**src/rtl/wb_port_arbiter.sv**
```systemverilog
// wb_port_arbiter: two-requester register-file writeback arbiter with scoreboard.
//
// Requesters A (ALU writeback) and B (load / long-latency writeback) compete
// for a single register-file write port. Contention is resolved round-robin.
// The winner's write appears on regWrite/wR/writeData one cycle after the
// transfer. A 2**ADDR_W-entry scoreboard tracks registers with an issued but
// not yet written result.
//
// Ports:
//   clk, reset (async, active-low)
//   a_valid/a_addr/a_data -> a_ready   requester A write request / accept
//   b_valid/b_addr/b_data -> b_ready   requester B write request / accept
//   regWrite/wR/writeData              registered register-file write port
//   iss_valid/iss_rd                   instruction issue (sets pending[iss_rd])
//   rs1/rs2 -> rs1_busy/rs2_busy       source hazard lookup (combinational)
//   pending                            scoreboard bit vector
//
// Optional feature, macro WB_FORWARD_EN: adds fwd1_hit, fwd2_hit, fwd_data.
// When a source matches the write in flight, its busy flag is suppressed.
module wb_port_arbiter #(
    parameter int unsigned DATA_W = 32,
    parameter int unsigned ADDR_W = 5
) (
    input  logic                     clk,
    input  logic                     reset,
    input  logic                     a_valid,
    input  logic [ADDR_W-1:0]        a_addr,
    input  logic [DATA_W-1:0]        a_data,
    output logic                     a_ready,
    input  logic                     b_valid,
    input  logic [ADDR_W-1:0]        b_addr,
    input  logic [DATA_W-1:0]        b_data,
    output logic                     b_ready,
    output logic                     regWrite,
    output logic [ADDR_W-1:0]        wR,
    output logic [DATA_W-1:0]        writeData,
    input  logic                     iss_valid,
    input  logic [ADDR_W-1:0]        iss_rd,
    input  logic [ADDR_W-1:0]        rs1,
    input  logic [ADDR_W-1:0]        rs2,
    output logic                     rs1_busy,
    output logic                     rs2_busy,
`ifdef WB_FORWARD_EN
    output logic                     fwd1_hit,
    output logic                     fwd2_hit,
    output logic [DATA_W-1:0]        fwd_data,
`endif
    output logic [(2**ADDR_W)-1:0]   pending
);

    localparam int unsigned NREG = 2**ADDR_W;

    typedef enum logic {
        GRANT_A = 1'b0,
        GRANT_B = 1'b1
    } grant_e;

    grant_e              r_last_grant;
    logic                r_regWrite;
    logic [ADDR_W-1:0]   r_wR;
    logic [DATA_W-1:0]   r_writeData;
    logic [NREG-1:0]     r_pending;

    logic                w_a_ready;
    logic                w_b_ready;
    logic                w_xfer;
    logic [ADDR_W-1:0]   w_addr;
    logic [DATA_W-1:0]   w_data;
    logic [NREG-1:0]     w_pending_nxt;

    // Round-robin grant; gated by reset so nothing is accepted while in reset.
    always_comb begin
        w_a_ready = reset && a_valid && (!b_valid || (r_last_grant == GRANT_B));
        w_b_ready = reset && b_valid && (!a_valid || (r_last_grant == GRANT_A));
        w_xfer    = w_a_ready || w_b_ready;
        w_addr    = w_a_ready ? a_addr : b_addr;
        w_data    = w_a_ready ? a_data : b_data;
    end

    // Scoreboard next state: clear on write, then set on issue so set wins.
    always_comb begin
        w_pending_nxt = r_pending;
        if (r_regWrite) begin
            w_pending_nxt[r_wR] = 1'b0;
        end
        if (iss_valid && (iss_rd != '0)) begin
            w_pending_nxt[iss_rd] = 1'b1;
        end
        w_pending_nxt[0] = 1'b0;
    end

    // Grant history, write port and scoreboard registers.
    always_ff @(posedge clk or negedge reset) begin
        if (!reset) begin
            r_last_grant <= GRANT_B;
            r_regWrite   <= 1'b0;
            r_wR         <= '0;
            r_writeData  <= '0;
            r_pending    <= '0;
        end else begin
            r_pending <= w_pending_nxt;
            if (w_xfer) begin
                r_last_grant <= w_a_ready ? GRANT_A : GRANT_B;
            end
            // Writes to register 0 are accepted but discarded.
            r_regWrite <= w_xfer && (w_addr != '0);
            if (w_xfer && (w_addr != '0)) begin
                r_wR        <= w_addr;
                r_writeData <= w_data;
            end
        end
    end

    assign a_ready   = w_a_ready;
    assign b_ready   = w_b_ready;
    assign regWrite  = r_regWrite;
    assign wR        = r_wR;
    assign writeData = r_writeData;
    assign pending   = r_pending;

`ifdef WB_FORWARD_EN
    // A source matching the write in flight is satisfied by forwarding.
    logic w_fwd1_hit;
    logic w_fwd2_hit;

    always_comb begin
        w_fwd1_hit = r_regWrite && (r_wR == rs1) && (rs1 != '0);
        w_fwd2_hit = r_regWrite && (r_wR == rs2) && (rs2 != '0);
    end

    assign fwd1_hit = w_fwd1_hit;
    assign fwd2_hit = w_fwd2_hit;
    assign fwd_data = r_writeData;
    assign rs1_busy = r_pending[rs1] && !w_fwd1_hit;
    assign rs2_busy = r_pending[rs2] && !w_fwd2_hit;
`else
    assign rs1_busy = r_pending[rs1];
    assign rs2_busy = r_pending[rs2];
`endif

endmodule

```
**config.mk**
```make
export PLATFORM = sky130hd
export DESIGN_NAME = wb_port_arbiter
export DESIGN_NICKNAME = d
export VERILOG_FILES = /design/src/rtl/wb_port_arbiter.sv
export SDC_FILE = /design/constraint.sdc
export NUM_CORES = 1
export LEC_CHECK = 0
export ABC_AREA = 1
export CAP_MARGIN = 20
export CORE_MARGIN = 10
export CORE_UTILIZATION = 35
export CTS_CLUSTER_SIZE = 28
export DETAILED_ROUTE_END_ITERATION = 10
export PLACE_DENSITY = 0.79
export RECOVER_POWER = 25
export SETUP_SLACK_MARGIN = 0.3
export SLEW_MARGIN = 25
export SYNTH_ARGS = -nofsm -noshare
export SYNTH_HDL_FRONTEND = slang
export SYNTH_SLANG_ARGS = --single-unit
```
**constraint.sdc**
```tcl
create_clock -name clk -period 1.64 [get_ports clk]
set_input_delay 0.164 -clock clk [delete_from_list [all_inputs] [get_ports clk]]
set_output_delay 0.164 -clock clk [all_outputs]
set_load 0.02 [all_outputs]
```
# == After elaboration in Yosys (flattened, before gate mapping) ==
# Index checks and enable logic that the tools add are counted.
# totals
regBits,70
out_inout_bits,74
# op_classes
n_lt_le_gt_ge,6
mux,13
n_bitwise,4
reduce_logical,15
# ops
cell,count
two-way mux 32 bit,3
AND 32 bit,1
inverter 32 bit,1
bitwise OR 32 bit,1
< comparator 5 x 6 -> 1 bit (second input constant),4
binary-select mux 1 bit (select 5 bit),2
demux 1 bit (select 5 bit),2
>= comparator 5 x 1 -> 1 bit (second input constant),2
nonzero test 5 bit,2
logical AND 1 bit,8
two-way mux 1 bit,5
two-way mux 5 bit,1
logical OR 1 bit,3
zero test 1 bit,2
inverter 1 bit,1

# == Longest topological paths before layout ==
# Gate-level depths: netlist (run 1).
# depth
word_depth,9
depth_mapped,13
depth_no_buf,10

# == Least setup slack after synthesis (run 1) ==
# Ideal clock, no wire load.
# synth_path
path_kind,reg-to-reg
from,register r_last_grant
to,register r_writeData[17] (netlist: writeData[17])
arrival_ps,1499
required_ps,1523
slack_ps,24
stages_incl_launch_ff,11
path_buffers,3
synth_period_minus_slack_ps,1616
cell_sequence,dfstp_2 -> inv_2 -> nand2_2 -> nand2_2 -> buf_6 -> o21ai_1 -> nand2_1 -> buf_2 -> buf_4 -> nand3_2 -> nand2_1
# synth_between
elab_chain_cells,5
# synth_lines
element,line_no,rtl
start: declaration,58,grant_e r_last_grant;
start signal: assignment,103,r_last_grant <= w_a_ready ? GRANT_A : GRANT_B;
logical OR 1 bit or inverter 1 bit (tied branches),"73, 74",
logical AND 1 bit or logical OR 1 bit (tied branches),"73, 74",
two-way mux 5 bit or logical AND 1 bit (tied branches),"76, 74",
nonzero test 5 bit or logical OR 1 bit (tied branches),"107, 75",
logical AND 1 bit,107,if (w_xfer && (w_addr != '0)) begin
end signal: assignment,109,r_writeData <= w_data;
end: declaration,61,logic [DATA_W-1:0] r_writeData;
# Parallel ways exist; a longest one is shown, timed or not.
# A chain may end at the register's enable or synchronous reset.

# == Worst setup path after layout (run 1) ==
# layout_path
from,register r_last_grant
to,register r_writeData[11] (netlist: writeData[11])
# The elaborated chain is that of the path after synthesis.

==> results of run 1 <==
[stage by stage]
step	setup TNS [ps]	instances
after floorplan	0	582
after global placement	-8189	918
after detailed placement	-9285	918
after CTS	-21.80	953
after global routing	-3787	966
final	-1657	966
[worst max-delay path: cells and delay by family, from the launching register on]
kind                   cells  cell delay, ps
DFF                        1             530
buffers and inverters      4             460
and+or+nand+nor            6             540
AOI/OAI and AO/OA          1              60
[per-layer routing]
layer  up-vias  share of wire
met1      2238           0.40
met2       252           0.48
met4         0          0.015
li1       2390              -
met3        19           0.11
met5         -              0
[sequential cells by signal, indices dropped and copies added (netlist names)]
signal / count
writeData: 32
wR: 5
pending: 31
r_last_grant: 1
regWrite: 1
[area by class of cell]
cell class                 instances  area, um2
inverter                          30      117.6
sequential                        70       1755
tap                              143      178.9
multi-input combinational        451       2391
timing repair buffer             256       2507
clock buffer                      10      229.0
fill                             985       4250
clock inverter                     6      86.33
[final timing paths]
check                              start             to  slack (ps)  cells after the start
setup reg to reg            r_last_grant  writeData[11]         -70                     11
setup / recovery            r_last_grant  writeData[11]         -70                     11
hold reg to reg            writeData[31]  writeData[31]         510                      2
min in group clk                   reset   r_last_grant         230                      4
max in group asynchronous          reset    pending[18]         940                      2
hold / removal                     reset  writeData[30]          80                      2
[synthesized netlist by cell type, drive strengths merged]
master / count / area, um2
inv: 29 / 108.9
clkinv: 1 / 3.750
clkbuf: 6 / 22.52
o21ai: 65 / 325.3
dfstp: 1 / 26.28
conb: 1 / 3.750
dfrtp: 69 / 1727
a21oi: 3 / 15.01
buf: 25 / 168.9
nand2: 231 / 884.6
nor2: 2 / 22.52
nand3: 148 / 845.8
o21bai: 1 / 7.510
[logic make-up (layout without fill, tap and decap cells)]
family | after synthesis | after routing | share of synthesized area
DFF | 70 | 70 | 0.4212
other | 1 | 1 | 0.0009011
AOI/OAI and AO/OA | 69 | 69 | 0.08358
and+or+nand+nor | 381 | 381 | 0.4212
buffers and inverters | 61 | 302 | 0.07306
[report_power, final]
part / internal [mW] / switching [mW]
logic: 2.04 / 2.09
clock network: 1.33 / 0.741
registers: 2.23 / 0.537
total: 5.60 / 3.37
[repair_timing]
item,CTS,global route
gates resized for setup,191,101
gates cloned,4,1
pin swaps,29,41
setup endpoints to repair,112,82
buffers inserted,15,12
hold buffers,0,0
==> metrics, run 1 <==
worst slew margin relative to its limit 0.4025; Power per Cell Area 1234 nW/um2; slowest stage cell, crit path dfstp_2; Synth Area per Inst 7.150 um2; global router's overall resource usage 0.1863; worst slack, placed -523.8 ps; design area 7266 um2; first-pass GRT wire length 24.90 mm; # setup viols final 35; via total after detailed routing 4899; fraction of layout cells with a size suffix above 1 0.2783; worst hold slack after final layout 83.05 ps; Placed Area 6327 um2; Hold Violations, Final 0; commonest non-fill, non-tap cells in the layout nand2_1 (212), nand3_1 (87), clkdlybuf4s50_1 (87), dfrtp_1 (67); Synthesized Nets 676; Top Usage Layer GRT met2; buffer levels on the longest clock path 2; synthesized instance count 582; Worst Setup End Kind flip-flop; Setup CP Type flip-flop to flip-flop; fraction of met1 tracks used by global routing 0.2058; total standard cell area after synthesis 4161 um2; final routed DRC violation total 0; largest stage delay on the critical path 530 ps; failing checks setup timing; Worst Clk Skew 4.565 ps; last weighted congestion value of the routability-driven placer 0.9010; routed len/inst 16.73 um; cell chosen for the clock root clkbuf_16; net total in the final layout 912; class of the most critical hold timing path primary input to asynchronous set/reset pin; Via-to-Cell Ratio 5.071; startpoint type of the worst setup path flip-flop; Initial Utilization 0.3614; leading cell type in the layout, fill and taps excluded nand2_1; status complete, but fails checks; clock period minus final worst setup slack 1710 ps; synthesis-stage register bit count 70; met2 routing resource usage after global routing 0.3101; number of top-level design ports 168; full die area 16650 um2; final number of max-transition violations 0; count of max-cap constraint violations 0; static leakage 3.615 nW; met3 track demand over resource 0.09135; cells along the critical path inv_2 -> nand2_4 -> nand2_8 -> buf_6 -> nand2_4 -> o21ai_4 -> inv_2 -> nand3_4 -> buf_12 -> nand3_2 -> nand2_1; pin count of the biggest net entering global routing 71; TritonCTS Buffers 9; total wire length after detailed routing 16.16 mm; arrival time at the worst endpoint 1920 ps; remaining global-route overflow 0; post-route total power 8.966 mW; clock slew seen by the registers of the worst setup and hold paths 60 ps; actual slew at the worst max-slew pin 896.3 ps; final antenna-violating net count 0; maximum vdd drop 0.0006211 V; number of I/O port buffers 166; vias in the first global route 4919; Clock Latency Late Sink 330 ps; die outline height 129.0 um; least setup slack across all paths after layout -70.10 ps; post-synthesis sequential area ratio 0.4212; Layout area overhead 74.59%; number of clock sinks 70; Tcrit/Tclk final 1.043; final antenna diode count 0; unrepaired setup endpoints after global routing true; fin util 0.6309; yosys warns 0; number of cell rows 39; number of distinct library cells after synthesis 21; H-tree depth reported by CTS 3; worst endpoint required time 1850 ps; count of TritonRoute iterations in the first routing pass 5; HPWL reported at the end of detailed placement 11.66 mm; CTS tree built; CP max FO 7; Starting DRT DRC Count 315; Core ar. 11520 um2; horizontal extent of the die 129.0 um; number of antenna violations at the first check in global routing 0; Peak Freq 584.8 MHz
Power figures use the tool's default switching activity.
==> run 2, diff against run 1 <==
Settings changed: PLACE_DENSITY 0.79 to 0.76, SLEW_MARGIN 25 to 30, TNS_END_PERCENT set to 10.
Clock period 1.64 ns to 2.02 ns, I/O delays scaled along.
==> run 2 against run 1 <==
  * The run now ends clean
  * Hold slack got worse by 37 ps
  * Sequential power shrank 17%
  * Utilization decreased by 6.3 points
  * Routed wire length decreased by 3.4%
  * Register-to-register slack better by 420 ps
  * Count of clock-buffer cells in the layout increased by 3
  * Die area is the same
  * Critical path depth is 9 lower
  * Total power shrank 26%
  * Clock skew up 2.9 ps
  * Design area decreased by 9.9%
  * Global-route usage decreased by 0.66 points
==> metrics, run 2 (same netlist as run 1, synthesis figures left out) <==
area taken by flip-flops and latches 1755 um2 (unchanged); buffer levels on the longest clock path 2 (unchanged); Setup CP Type flip-flop to primary output; pin count of the biggest net entering global routing 71 (unchanged); clock slew seen by the registers of the worst setup and hold paths 50 ps (about the same); horizontal extent of the die 129.0 um (unchanged); number of placed instances with taps included 880 (-4.1%); arrival time at the worst endpoint 1510 ps (-410 ps); # setup viols final 0 (-100%); number of I/O port buffers 166 (unchanged); first-pass GRT wire length 24.02 mm (-3.5%); Core ar. 11520 um2 (unchanged); final antenna diode count 0 (unchanged); net switching share of the total power 0.3792 (+0.003351); leading cell type in the layout, fill and taps excluded nand2_1; CP max FO 4 (-3); routed len/inst 17.26 um (+3.2%); final antenna-violating net count 0 (unchanged); remaining global-route overflow 0 (unchanged); worst slew margin relative to its limit 0.5651 (+0.1626); number of clock sinks 70 (unchanged); Worst Setup End Kind primary output; startpoint type of the worst setup path flip-flop; total wire length after detailed routing 15.60 mm (-3.4%); least setup slack across all paths after layout 312.3 ps (+382.4 ps); post-route non-filler standard cell count 904 (-6.4%); fraction of power consumed by the clock network 0.235 (+0.004); final number of max-transition violations 0 (unchanged); worst hold slack after final layout 45.93 ps (-37.11 ps); HPWL reported at the end of detailed placement 11.99 mm (+2.8%); full die area 16650 um2 (unchanged); die outline height 129.0 um (unchanged); commonest non-fill, non-tap cells in the layout nand2_1 (218), clkdlybuf4s50_1 (156), nand3_1 (125), dfrtp_1 (67), o21ai_0 (63); Placed Area 6046 um2 (-4.4%); worst slack, placed -243.5 ps (+280.3 ps); global router's overall resource usage 0.1797 (-0.006568); number of cell rows 39 (unchanged); filler cell count 1063 (+7.9%); Power per Cell Area 1015 nW/um2 (-18%); count of max-cap constraint violations 0 (unchanged); maximum vdd drop 0.0004669 V (-25%); Initial Utilization 0.3614 (unchanged); Tcrit/Tclk final 0.8454; max FFs per register 32 (unchanged); Hold Violations, Final 0 (unchanged); status finished clean; number of top-level design ports 168 (unchanged); Starting DRT DRC Count 307 (-2.5%); clock period minus final worst setup slack 1708 ps; fraction of layout cells with a size suffix above 1 0.1196 (-0.1587); final routed DRC violation total 0 (unchanged); number of antenna violations at the first check in global routing 0 (unchanged); last weighted congestion value of the routability-driven placer 0.8365 (-7.2%); TritonCTS Buffers 9 (unchanged); switching power of the nets 2.518 mW (-25%); CTS tree built; Layout area overhead 57.28%; Via-to-Cell Ratio 5.212 (+2.8%); Peak Freq 585.6 MHz; via total after detailed routing 4712 (-3.8%); vias in the first global route 4695 (-4.6%); Clock Latency Late Sink 330 ps (about the same); count of TritonRoute iterations in the first routing pass 5 (unchanged); part of the power in registers 0.346 (+0.038); internal portion of total power 4.122 mW (-26%); worst endpoint required time 1820 ps (-30 ps); Worst Clk Skew 7.513 ps (+2.948 ps); area occupied by multi-input gates 2165 um2 (-9.5%); design area 6545 um2 (-9.9%); class of the most critical hold timing path primary input to asynchronous set/reset pin; net total in the final layout 852 (-6.6%); relative contribution of combinational cells to total power 0.419 (-0.042); H-tree depth reported by CTS 3 (unchanged); actual slew at the worst max-slew pin 652.3 ps (-243.9 ps); cell chosen for the clock root clkbuf_16; static leakage 3.114 nW (-14%); unrepaired setup endpoints after global routing true
run 2: worst max-delay path, stage by stage (launching register included):
cell             delay (ps)
dfrtp_1                 430
buf_4                   140
clkdlybuf4s50_1         600
run 2: power groups by stage:
stage | combinational, mW | sequential (mW) | clock [mW]
finish | 2.78 | 2.30 | 1.56
global route | 3.03 | 2.34 | 1.64
CTS | 2.69 | 2.28 | 1.57
detailed placement | 2.68 | 2.30 | 0
global placement | 2.63 | 2.29 | 0
floorplan | 0.858 | 2.62 | 0
run 2: repair_timing:
item,4_1_cts,5_1_grt
hold buffers,0,0
pin swaps,1,2
endpoints found under the setup margin,40,42
gates cloned,0,5
buffers inserted,2,3
resized for setup,16,26
run 2: through the flow:
stage,power [mW],setup TNS [ps],utilization
floorplan,3.479,0,-
finish,6.641,0,0.5683
CTS,6.540,0,0.5517
global route,7.015,0,0.5683
detailed placement,4.981,-467.8,0.5250
global placement,4.918,-458.9,0.5250
run 2: path summary, 6_finish.rpt:
path                       slack, ps       endpoint     startpoint  depth (start not counted)
hold / removal                    50  writeData[30]          reset                          2
setup reg to reg                 350   writeData[4]   r_last_grant                         11
max in group asynchronous       1490  writeData[21]          reset                          2
min in group clk                 270   r_last_grant          reset                          4
setup / recovery                 310    pending[17]    pending[17]                          2
hold reg to reg                  500  writeData[31]  writeData[31]                          2
run 2: routing by layer:
metal | global-route usage | part of all wire | wire (um) | up-vias
met5 | 0 | 0 | 0 | -
met4 | 0.06957 | 0.020 | 309 | 0
met3 | 0.07993 | 0.11 | 1784 | 32
met2 | 0.2876 | 0.46 | 7229 | 219
met1 | 0.2082 | 0.40 | 6278 | 2185
li1 | - | - | - | 2276
run 2: final cells by class:
class,count,share of cell area
Inverter,30,0.01721
Clock buffer,13,0.03976
Clock inverter,1,0.004588
Sequential cell,70,0.2682
Timing Repair Buffer,196,0.3122
Tap cell,143,0.02734
Multi-Input combinational cell,451,0.3307
